[config.mk]
export PLATFORM = sky130hd
export DESIGN_NAME = count_wrap_monitor
export DESIGN_NICKNAME = d
export VERILOG_FILES = /design/src/rtl/count_mon_pkg.sv /design/src/rtl/count_mon_fifo.sv /design/src/rtl/count_wrap_monitor.sv
export SDC_FILE = /design/constraint.sdc
export NUM_CORES = 1
export LEC_CHECK = 0
export ABC_AREA = 1
export CAP_MARGIN = 20
export CORE_ASPECT_RATIO = 0.5
export CORE_MARGIN = 2
export CORE_UTILIZATION = 40
export DETAILED_ROUTE_END_ITERATION = 10
export GPL_TIMING_DRIVEN = 0
export REMOVE_ABC_BUFFERS = 1
export SYNTH_ARGS = -nofsm -noshare
export SYNTH_HDL_FRONTEND = slang
export SYNTH_SLANG_ARGS = --single-unit
[constraint.sdc]
create_clock -name clk -period 2.7 [get_ports clk]
set_input_delay 0.27 -clock clk [delete_from_list [all_inputs] [get_ports clk]]
set_output_delay 0.27 -clock clk [all_outputs]
set_load 0.02 [all_outputs]
[src/rtl/count_mon_pkg.sv]
// count_mon_pkg: types and constants shared by the 4-bit counter wrap monitor.
// The event record is {ev_type, wraps}. ev_rec_t is the record at the default
// 8-bit wrap-total width, for downstream status logic that uses the default.
package count_mon_pkg;

  localparam int COUNT_W        = 4;
  localparam int WRAP_W_DEFAULT = 8;

  typedef enum logic [1:0] {
    EV_NONE = 2'b00,
    EV_WRAP = 2'b01,
    EV_JUMP = 2'b10
  } ev_type_t;

  typedef enum logic {
    IDLE  = 1'b0,
    TRACK = 1'b1
  } mon_state_t;

  typedef struct packed {
    ev_type_t                  ev_type;
    logic [WRAP_W_DEFAULT-1:0] wraps;
  } ev_rec_t;

  // Expected successor of a counter value; wraps 15 -> 0 naturally.
  function automatic logic [COUNT_W-1:0] count_succ(input logic [COUNT_W-1:0] c);
    return c + 1'b1;
  endfunction

endpackage

[src/rtl/count_mon_fifo.sv]
// count_mon_fifo: synchronous FIFO for monitor event records.
// DEPTH must be a power of two (>= 2) so the pointers wrap by overflow.
// A push into a full FIFO succeeds only if a pop happens in the same cycle;
// otherwise the entry is dropped and 'drop' pulses for that cycle.
// The head is read from storage and forced to zero while empty, so nothing
// stale from before a reset is ever presented.
module count_mon_fifo #(
  parameter int DEPTH = 4,
  parameter int WIDTH = 10
) (
  input  logic             clk,
  input  logic             reset,
  input  logic             push,
  input  logic [WIDTH-1:0] din,
  input  logic             pop,
  output logic [WIDTH-1:0] dout,
  output logic             full,
  output logic             empty,
  output logic             drop
);

  localparam int PTR_W = (DEPTH > 1) ? $clog2(DEPTH) : 1;
  localparam logic [PTR_W:0] FULL_FILL = (PTR_W + 1)'(DEPTH);

  logic [WIDTH-1:0] mem [DEPTH];
  logic [PTR_W-1:0] wr_ptr;
  logic [PTR_W-1:0] rd_ptr;
  logic [PTR_W:0]   fill;
  logic             do_push;
  logic             do_pop;

  assign empty   = (fill == '0);
  assign full    = (fill == FULL_FILL);
  // A pop is meaningless on an empty FIFO; a pop frees the slot a full push needs.
  assign do_pop  = pop && !empty;
  assign do_push = push && (!full || do_pop);
  assign drop    = push && full && !do_pop;

  assign dout = empty ? '0 : mem[rd_ptr];

  // Pointer and occupancy bookkeeping.
  always_ff @(posedge clk) begin
    if (reset) begin
      wr_ptr <= '0;
      rd_ptr <= '0;
      fill   <= '0;
    end else begin
      if (do_push) wr_ptr <= wr_ptr + 1'b1;
      if (do_pop)  rd_ptr <= rd_ptr + 1'b1;
      case ({do_push, do_pop})
        2'b10:   fill <= fill + 1'b1;
        2'b01:   fill <= fill - 1'b1;
        default: fill <= fill;
      endcase
    end
  end

  // Entry storage; contents are don't-care until written, so no reset.
  always_ff @(posedge clk) begin
    if (do_push) mem[wr_ptr] <= din;
  end

endmodule

[src/rtl/count_wrap_monitor.sv]
// count_wrap_monitor: watches a free-running 4-bit counter and logs WRAP
// (15 -> 0) and JUMP (any step other than +1 mod 16) events, each tagged with
// the running wrap total, into a FIFO drained over valid/ready.
// Optional feature macro: COUNT_MON_JUMP_EN (JUMP detection; off by default,
// in which case only WRAP events are logged).
//
// Handshake: ev_valid is high while the FIFO head holds an event; the head is
// consumed on any rising clk edge where ev_valid && ev_ready. The head
// (ev_type, ev_wraps) holds steady while ev_valid && !ev_ready, and ev_valid
// never depends combinationally on ev_ready.
//
// dbg_state exposes the monitor FSM (0 = IDLE, 1 = TRACK).
module count_wrap_monitor
  import count_mon_pkg::*;
#(
  parameter int WRAP_W     = 8,
  parameter int FIFO_DEPTH = 4
) (
  input  logic              clk,
  input  logic              reset,
  input  logic              enable,
  input  logic [3:0]        count,
  output logic              ev_valid,
  input  logic              ev_ready,
  output logic [1:0]        ev_type,
  output logic [WRAP_W-1:0] ev_wraps,
  output logic [WRAP_W-1:0] wrap_total,
  output logic              overflow,
  output logic              dbg_state
);

  localparam int REC_W = 2 + WRAP_W;

  mon_state_t         state;
  mon_state_t         next_state;
  logic [COUNT_W-1:0] prev;
  logic               sample;
  logic               is_wrap;
  logic               is_jump;
  logic               push;
  ev_type_t           rec_type;
  logic [WRAP_W-1:0]  rec_wraps;
  logic [WRAP_W-1:0]  wrap_inc;
  logic [REC_W-1:0]   rec;
  logic [REC_W-1:0]   head;
  logic               fifo_full;
  logic               fifo_empty;
  logic               fifo_drop;

  assign wrap_inc = wrap_total + 1'b1;

  // Next-state and event detection. IDLE only primes prev, so the first sample
  // after reset or re-enable can never be reported as a discontinuity.
  always_comb begin
    next_state = state;
    sample     = 1'b0;
    is_wrap    = 1'b0;
    is_jump    = 1'b0;
    case (state)
      IDLE: begin
        if (enable) begin
          next_state = TRACK;
          sample     = 1'b1;
        end
      end
      TRACK: begin
        if (!enable) begin
          next_state = IDLE;
        end else begin
          sample  = 1'b1;
          is_wrap = (prev == 4'hF) && (count == 4'h0);
`ifdef COUNT_MON_JUMP_EN
          // 15 -> 0 is a legal +1 step, so WRAP and JUMP never coincide.
          is_jump = (count != count_succ(prev));
`endif
        end
      end
      default: next_state = IDLE;
    endcase
  end

  // A WRAP record carries the already-incremented total; a JUMP carries the current one.
  always_comb begin
    rec_type  = EV_JUMP;
    rec_wraps = wrap_total;
    if (is_wrap) begin
      rec_type  = EV_WRAP;
      rec_wraps = wrap_inc;
    end
  end

  assign push = is_wrap || is_jump;
  assign rec  = {rec_type, rec_wraps};

  // FSM state register.
  always_ff @(posedge clk) begin
    if (reset) state <= IDLE;
    else       state <= next_state;
  end

  // Previous sample; held while disabled.
  always_ff @(posedge clk) begin
    if (reset)       prev <= '0;
    else if (sample) prev <= count;
  end

  // Live wrap total; counts even when the event itself is dropped.
  always_ff @(posedge clk) begin
    if (reset)        wrap_total <= '0;
    else if (is_wrap) wrap_total <= wrap_inc;
  end

  // Sticky overflow: set whenever an event is lost to a full FIFO.
  always_ff @(posedge clk) begin
    if (reset)          overflow <= 1'b0;
    else if (fifo_drop) overflow <= 1'b1;
  end

  count_mon_fifo #(
    .DEPTH (FIFO_DEPTH),
    .WIDTH (REC_W)
  ) u_fifo (
    .clk   (clk),
    .reset (reset),
    .push  (push),
    .din   (rec),
    .pop   (ev_ready),
    .dout  (head),
    .full  (fifo_full),
    .empty (fifo_empty),
    .drop  (fifo_drop)
  );

  assign ev_valid  = !fifo_empty;
  assign ev_type   = head[REC_W-1:WRAP_W];
  assign ev_wraps  = head[WRAP_W-1:0];
  assign dbg_state = state;

  // Full is implied by the drop pulse; kept visible for timing reports and probes.
  logic unused_full;
  assign unused_full = fifo_full;

endmodule

Word-level counts from Yosys, hierarchy flattened. Memory sizes are Yosys's and may differ from the RTL's. A register that Yosys moved wholly into a read port is not among the register bits. Cells that the tools add are included.

Add/subtract/negate cells: 5. Multiply operators: 0. Divide/modulo/power cells: 0. Magnitude comparators: 0. Equal/unequal tests: 4. Shifts and indexed selects: 0. Mux-type cells: 11. Bitwise logic cells: 0. Reduce and logical (&&, ||, !) cells: 12.

Operators by type and width (number): $mux W10 (1); $add A8 B1 Y8 const B (1); $mux W8 (1); $mux W2 (3); $pmux W3 S2 (1); $logic_and A1 B1 Y1 (5); $mux W1 (5); $add A2 B1 Y2 const B (2); $eq A4 B4 Y1 const B (1); $logic_not A4 Y1 (1); $add A3 B1 Y3 const B (1); $eq A3 B3 Y1 const B (1); $logic_not A1 Y1 (3); $logic_not A3 Y1 (1); $sub A3 B1 Y3 const B (1); $eq A2 B1 Y1 const B (1); $eq A2 B2 Y1 const B (1); $reduce_bool A2 Y1 (1); $logic_or A1 B1 Y1 (1).

Register bits after elaboration: 21. Latch bits: 0. Memory bits (writable): 40. Bits in read-only memories: 0. Input port bits: 8. Output and inout port bits: 21. Logic and storage cells: 40. Memories kept: 1.

Memories: u_fifo.mem (depth 4, width 10, rd ports 1, clocked after memory_dff 1, wr ports 1, RTL line count_mon_fifo.sv:25) `logic [WIDTH-1:0] mem [DEPTH];`.

Logic depth before layout (Yosys ltp).
Depth after elaboration: 7. Mapped depth: 14. Mapped depth without buffers: 14.

Modules after synthesis. A second synthesis with hierarchy kept.

Cell total of the unflattened synthesis: 307. Area, all modules: 2870.3 um^2.

By module, submodules not included: count_mon_fifo (times used 1, cells each 186, area each 2049.5 um^2, sequential area each 1381.3 um^2); count_wrap_monitor (times used 1, cells each 121, area each 820.8 um^2, sequential area each 280.3 um^2).

Worst setup path before layout. Ideal clock, no wire load.

Kind: reg-to-reg. Start point: reg state (netlist: dbg_state). End point: reg u_fifo.fill[2]. Library setup time: 0.122 ns. Arrival: 1.983 ns. Data required time: 2.578 ns. Setup slack: 0.595 ns. Cell stages (with the launch flop): 15. Path buffers: 0. Clock period less this slack: 2.105 ns. Cells stage by stage: dfxtp_1 -> nand2_1 -> inv_1 -> nand2_1 -> inv_1 -> nand2_4 -> nor2_4 -> inv_2 -> ha_1 -> inv_1 -> fa_1 -> a21oi_1 -> o21ai_0 -> o21ai_0 -> a21oi_1.

Longest elaborated chain between the ends: 4. Elaborated cells on any way between the ends: 6. Those cells by class: 2 x eq/ne; 2 x mux; 2 x reduce/logical.

Ends and longest elaborated chain: from (decl) (RTL line count_wrap_monitor.sv:34) `mon_state_t state;`; from (signal assigned) (RTL line count_wrap_monitor.sv:98) `else state <= next_state;`; $mux W1 * (RTL line count_wrap_monitor.sv:59) `case (state)`; $logic_and A1 B1 Y1 * (RTL line count_mon_fifo.sv:36) `assign do_push = push && (!full || do_pop);`; $eq A2 B1 Y1 or $eq A2 B2 Y1 (tied branches) (RTL line count_mon_fifo.sv:50) `case ({do_push, do_pop})`; $pmux W3 S2 or $reduce_bool A2 Y1 (tied branches); to (signal assigned) (RTL line count_mon_fifo.sv:51) `2'b10: fill <= fill + 1'b1;`; to (signal assigned) (RTL line count_mon_fifo.sv:52) `2'b01: fill <= fill - 1'b1;`; to (signal assigned) (RTL line count_mon_fifo.sv:53) `default: fill <= fill;`; to (decl) (RTL line count_mon_fifo.sv:28) `logic [PTR_W:0] fill;`.

Mark *: on every way between the ends. The rest lies on a longest branch, timed or not. A chain may end at the register's enable or synchronous reset.

==> impl_metrics.json <==
{
  "status": "finished clean",
  "drc_errors": 0,
  "first_global_vias": 1904,
  "finalNetCount": 350,
  "timing_worst_setup_path_type": "flip-flop to output pin",
  "maxCapViolCount": 0,
  "tritoncts_clock_tree": "yes",
  "total_switching_power_uw": 595,
  "antenna_found_initial": 0,
  "synth_warnings": 0,
  "post_synth_mux_area_share_pct": 0,
  "synth_top_family_by_area": "simple AND/OR/NAND/NOR gates",
  "rows": 21,
  "share_of_the_synthesized_netlist_area_taken_by_xor_and_xnor_gates_pct": 0.315,
  "vdd_drop_max_uv": 381,
  "chipWidth_um": 122,
  "clkLatencyLatePin_ps": 320,
  "port_buffers": 28,
  "largest_net_degree_at_the_start_of_global_routing": 22,
  "drt_pre_antenna_iters": 5,
  "antenna-diode-count": 0,
  "routed-via-count": 1983,
  "synth_cells": 303,
  "clock_skew_ps": 5.12,
  "finalHoldWorstSlack_ps": 467,
  "seq_power_share_pct": 41.5,
  "synth_largest_type_area_fraction_pct": 43.2,
  "globalplace.congestion": 0.800,
  "drv_slew": 0,
  "synth_compound_gate_area_share_pct": 8.82,
  "clock_tree.htree_level_count": 3,
  "grt_first_pass_wirelength_um": 9020,
  "die_area_um2": 7670,
  "clk_root_buffer_cell": "clkbuf_16",
  "cts_sinks": 63,
  "netlist-cell-type-count": 20,
  "switching_share_pct": 23.5,
  "place_ws_ps": 26.3,
  "relative_max_transition_margin_pct": 58.9,
  "final_common_cell": "nor2_1",
  "final_cell_mix": "nor2_1 (70), edfxtp_1 (40), inv_1 (38)",
  "gr-total-overflow": 0,
  "slew_at_the_pin_with_the_worst_max_slew_slack_ps": 616,
  "path_clk_slew_ps": 50,
  "startpoint_types": "flip-flop",
  "drt-wirelength-per-cell_um": 12.6,
  "clock.fmax_mhz": 391,
  "finalPower_mw": 2.54,
  "detail-route-antenna-nets": 0,
  "static-leakage-power_nw": 1.40,
  "clockBufferDepth": 2,
  "yosys.area.top_type": "edfxtp_1",
  "finalSetupViolCount": 0,
  "post-route-period-util_pct": 94.7,
  "timing.setup.tns_ps": 0,
  "clock_power_share_pct": 48.2,
  "design.portCount": 29,
  "first_iter_violations": 91,
  "core_area_um2": 6700,
  "post-route-worst-setup-slack_ps": 142,
  "holdBufCountCts": 0,
  "cp_data_arrival_time_ps": 2290,
  "vias_per_cell": 4.59,
  "timing_hold_violations_final": 0,
  "fin_crit_ps": 2560,
  "clock_buffer_count_from_cts": 9,
  "wirelength_um": 5460,
  "syn_area_um2": 2780,
  "ys_top_cells_by_area": "edfxtp_1 (43%), dfxtp_1 (17%), nor2_1 (9.5%)",
  "synth-seq-cells": 63,
  "reg2regPathDepth": 14,
  "power_report.internal_total_mw": 1.94,
  "timing.critical_path.required_ps": 2430,
  "die_h_um": 62.9,
  "cellPowerDensity_nw_per_um2": 730,
  "holdCritPathClass": "flip-flop to flip-flop",
  "drive_above_1_share_pct": 8.82,
  "yosysSeqAreaShare_pct": 59.8,
  "start_util_pct": 41.5,
  "track_usage_pct": 15.7,
  "grt_setup_unrepaired": "false",
  "post-dp-hpwl_um": 3620,
  "hold_path_depth": 2,
  "synthSimpleGateAreaFrac_pct": 20.9,
  "combinationalPowerShare_pct": 10.3,
  "post_synth_fa_ha_maj_area_fraction_pct": 3.42,
  "synthesis.area_per_instance_um2": 9.17,
  "areaGrowthSynthToFinish_pct": 25.0,
  "cp-end-kind": "output pin",
  "worstPathMaxFanout": 21
}
per-stage QoR:
stage	utilization, %	instances	cell area (um^2)
2_1_floorplan	-	296	2750
3_3_place_gp	47.0	416	3150
3_5_place_dp	47.0	416	3150
4_1_cts	51.8	432	3470
5_1_grt	51.8	432	3470
6_report	51.8	432	3470
kinds of logic (layout without fill, tap and decap cells):
group / Yosys count / after routing
buffers and inverters: 50 / 87
XOR/XNOR: 1 / 1
AND/OR/NAND/NOR: 133 / 133
adder cells (fa/ha/maj): 7 / 7
flip-flops: 63 / 63
AO/OA/AOI/OAI: 49 / 49
cells in the mapped netlist:
library cell and n:
nor2_1 70, nor2_8 1, nand3_1 13, inv_1 38, ha_1 6, nor2_2 4
clkbuf_1 7, nand2_1 37, clkinv_1 2, nand2_4 1, nand4_1 3, edfxtp_1 40
o21ai_0 29, a21oi_1 20, inv_2 3, fa_1 1, xor2_1 1, nor2_4 3
nor3_1 1, dfxtp_1 23
layer usage:
layer  track usage (%)  routed length (um)  up-vias
li1                  -                   -     1048
met1              20.5                2670      888
met2              23.9                2420       43
met3              6.39                 321        4
met4              4.60                  44        0
met5                 0                   0        -
power groups by stage:
stage / Clock (mW) / Combinational, mW / Sequential [mW]
final: 1.22 / 0.261 / 1.05
after detailed placement: 0 / 0.262 / 1.07
after global placement: 0 / 0.258 / 1.07
after global routing: 1.28 / 0.288 / 1.05
after floorplan: 0 / 0.146 / 1.07
after CTS: 1.23 / 0.265 / 1.05
worst paths after layout:
check                                      start        endpoint  slack, ps
worst min register to register  u_fifo.rd_ptr[1]       flip-flop        470
worst max register to register         dbg_state  u_fifo.fill[2]        380
worst min-delay path            u_fifo.rd_ptr[1]       flip-flop        470
worst max-delay path                   flip-flop     ev_wraps[2]        140
state kept, by name, summed over array words and instances, names as in the netlist, named ones only:
signal,count
dbg_state,1
overflow,1
prev,4
u_fifo.wr_ptr,2
u_fifo.mem,40
u_fifo.rd_ptr,2
u_fifo.fill,3
wrap_total,8
cell type report:
| cell class | instances | area, um^2 |
|---|---|---|
| Clock buffer | 9 | 225 |
| Clock inverter | 7 | 96.3 |
| Fill cell | 631 | 3230 |
| Inverter | 43 | 163 |
| Multi-Input combinational cell | 190 | 930 |
| Sequential cell | 63 | 1660 |
| Tap cell | 92 | 115 |
| Timing Repair Buffer | 28 | 280 |
worst max-delay path: stages, from the launching register on:
cell	delay [ps]
dfxtp_2	440
inv_1	470
o21ai_0	200
a21oi_1	210
clkdlybuf4s50_1	640
timing repair:
action / 4_1_cts / 5_1_grt
setup endpoints to repair: 10 / 9
pin swaps: 0 / 0
gates resized for setup: 2 / 1
setup buffers: 0 / 0
Power figures use the tool's default switching activity.
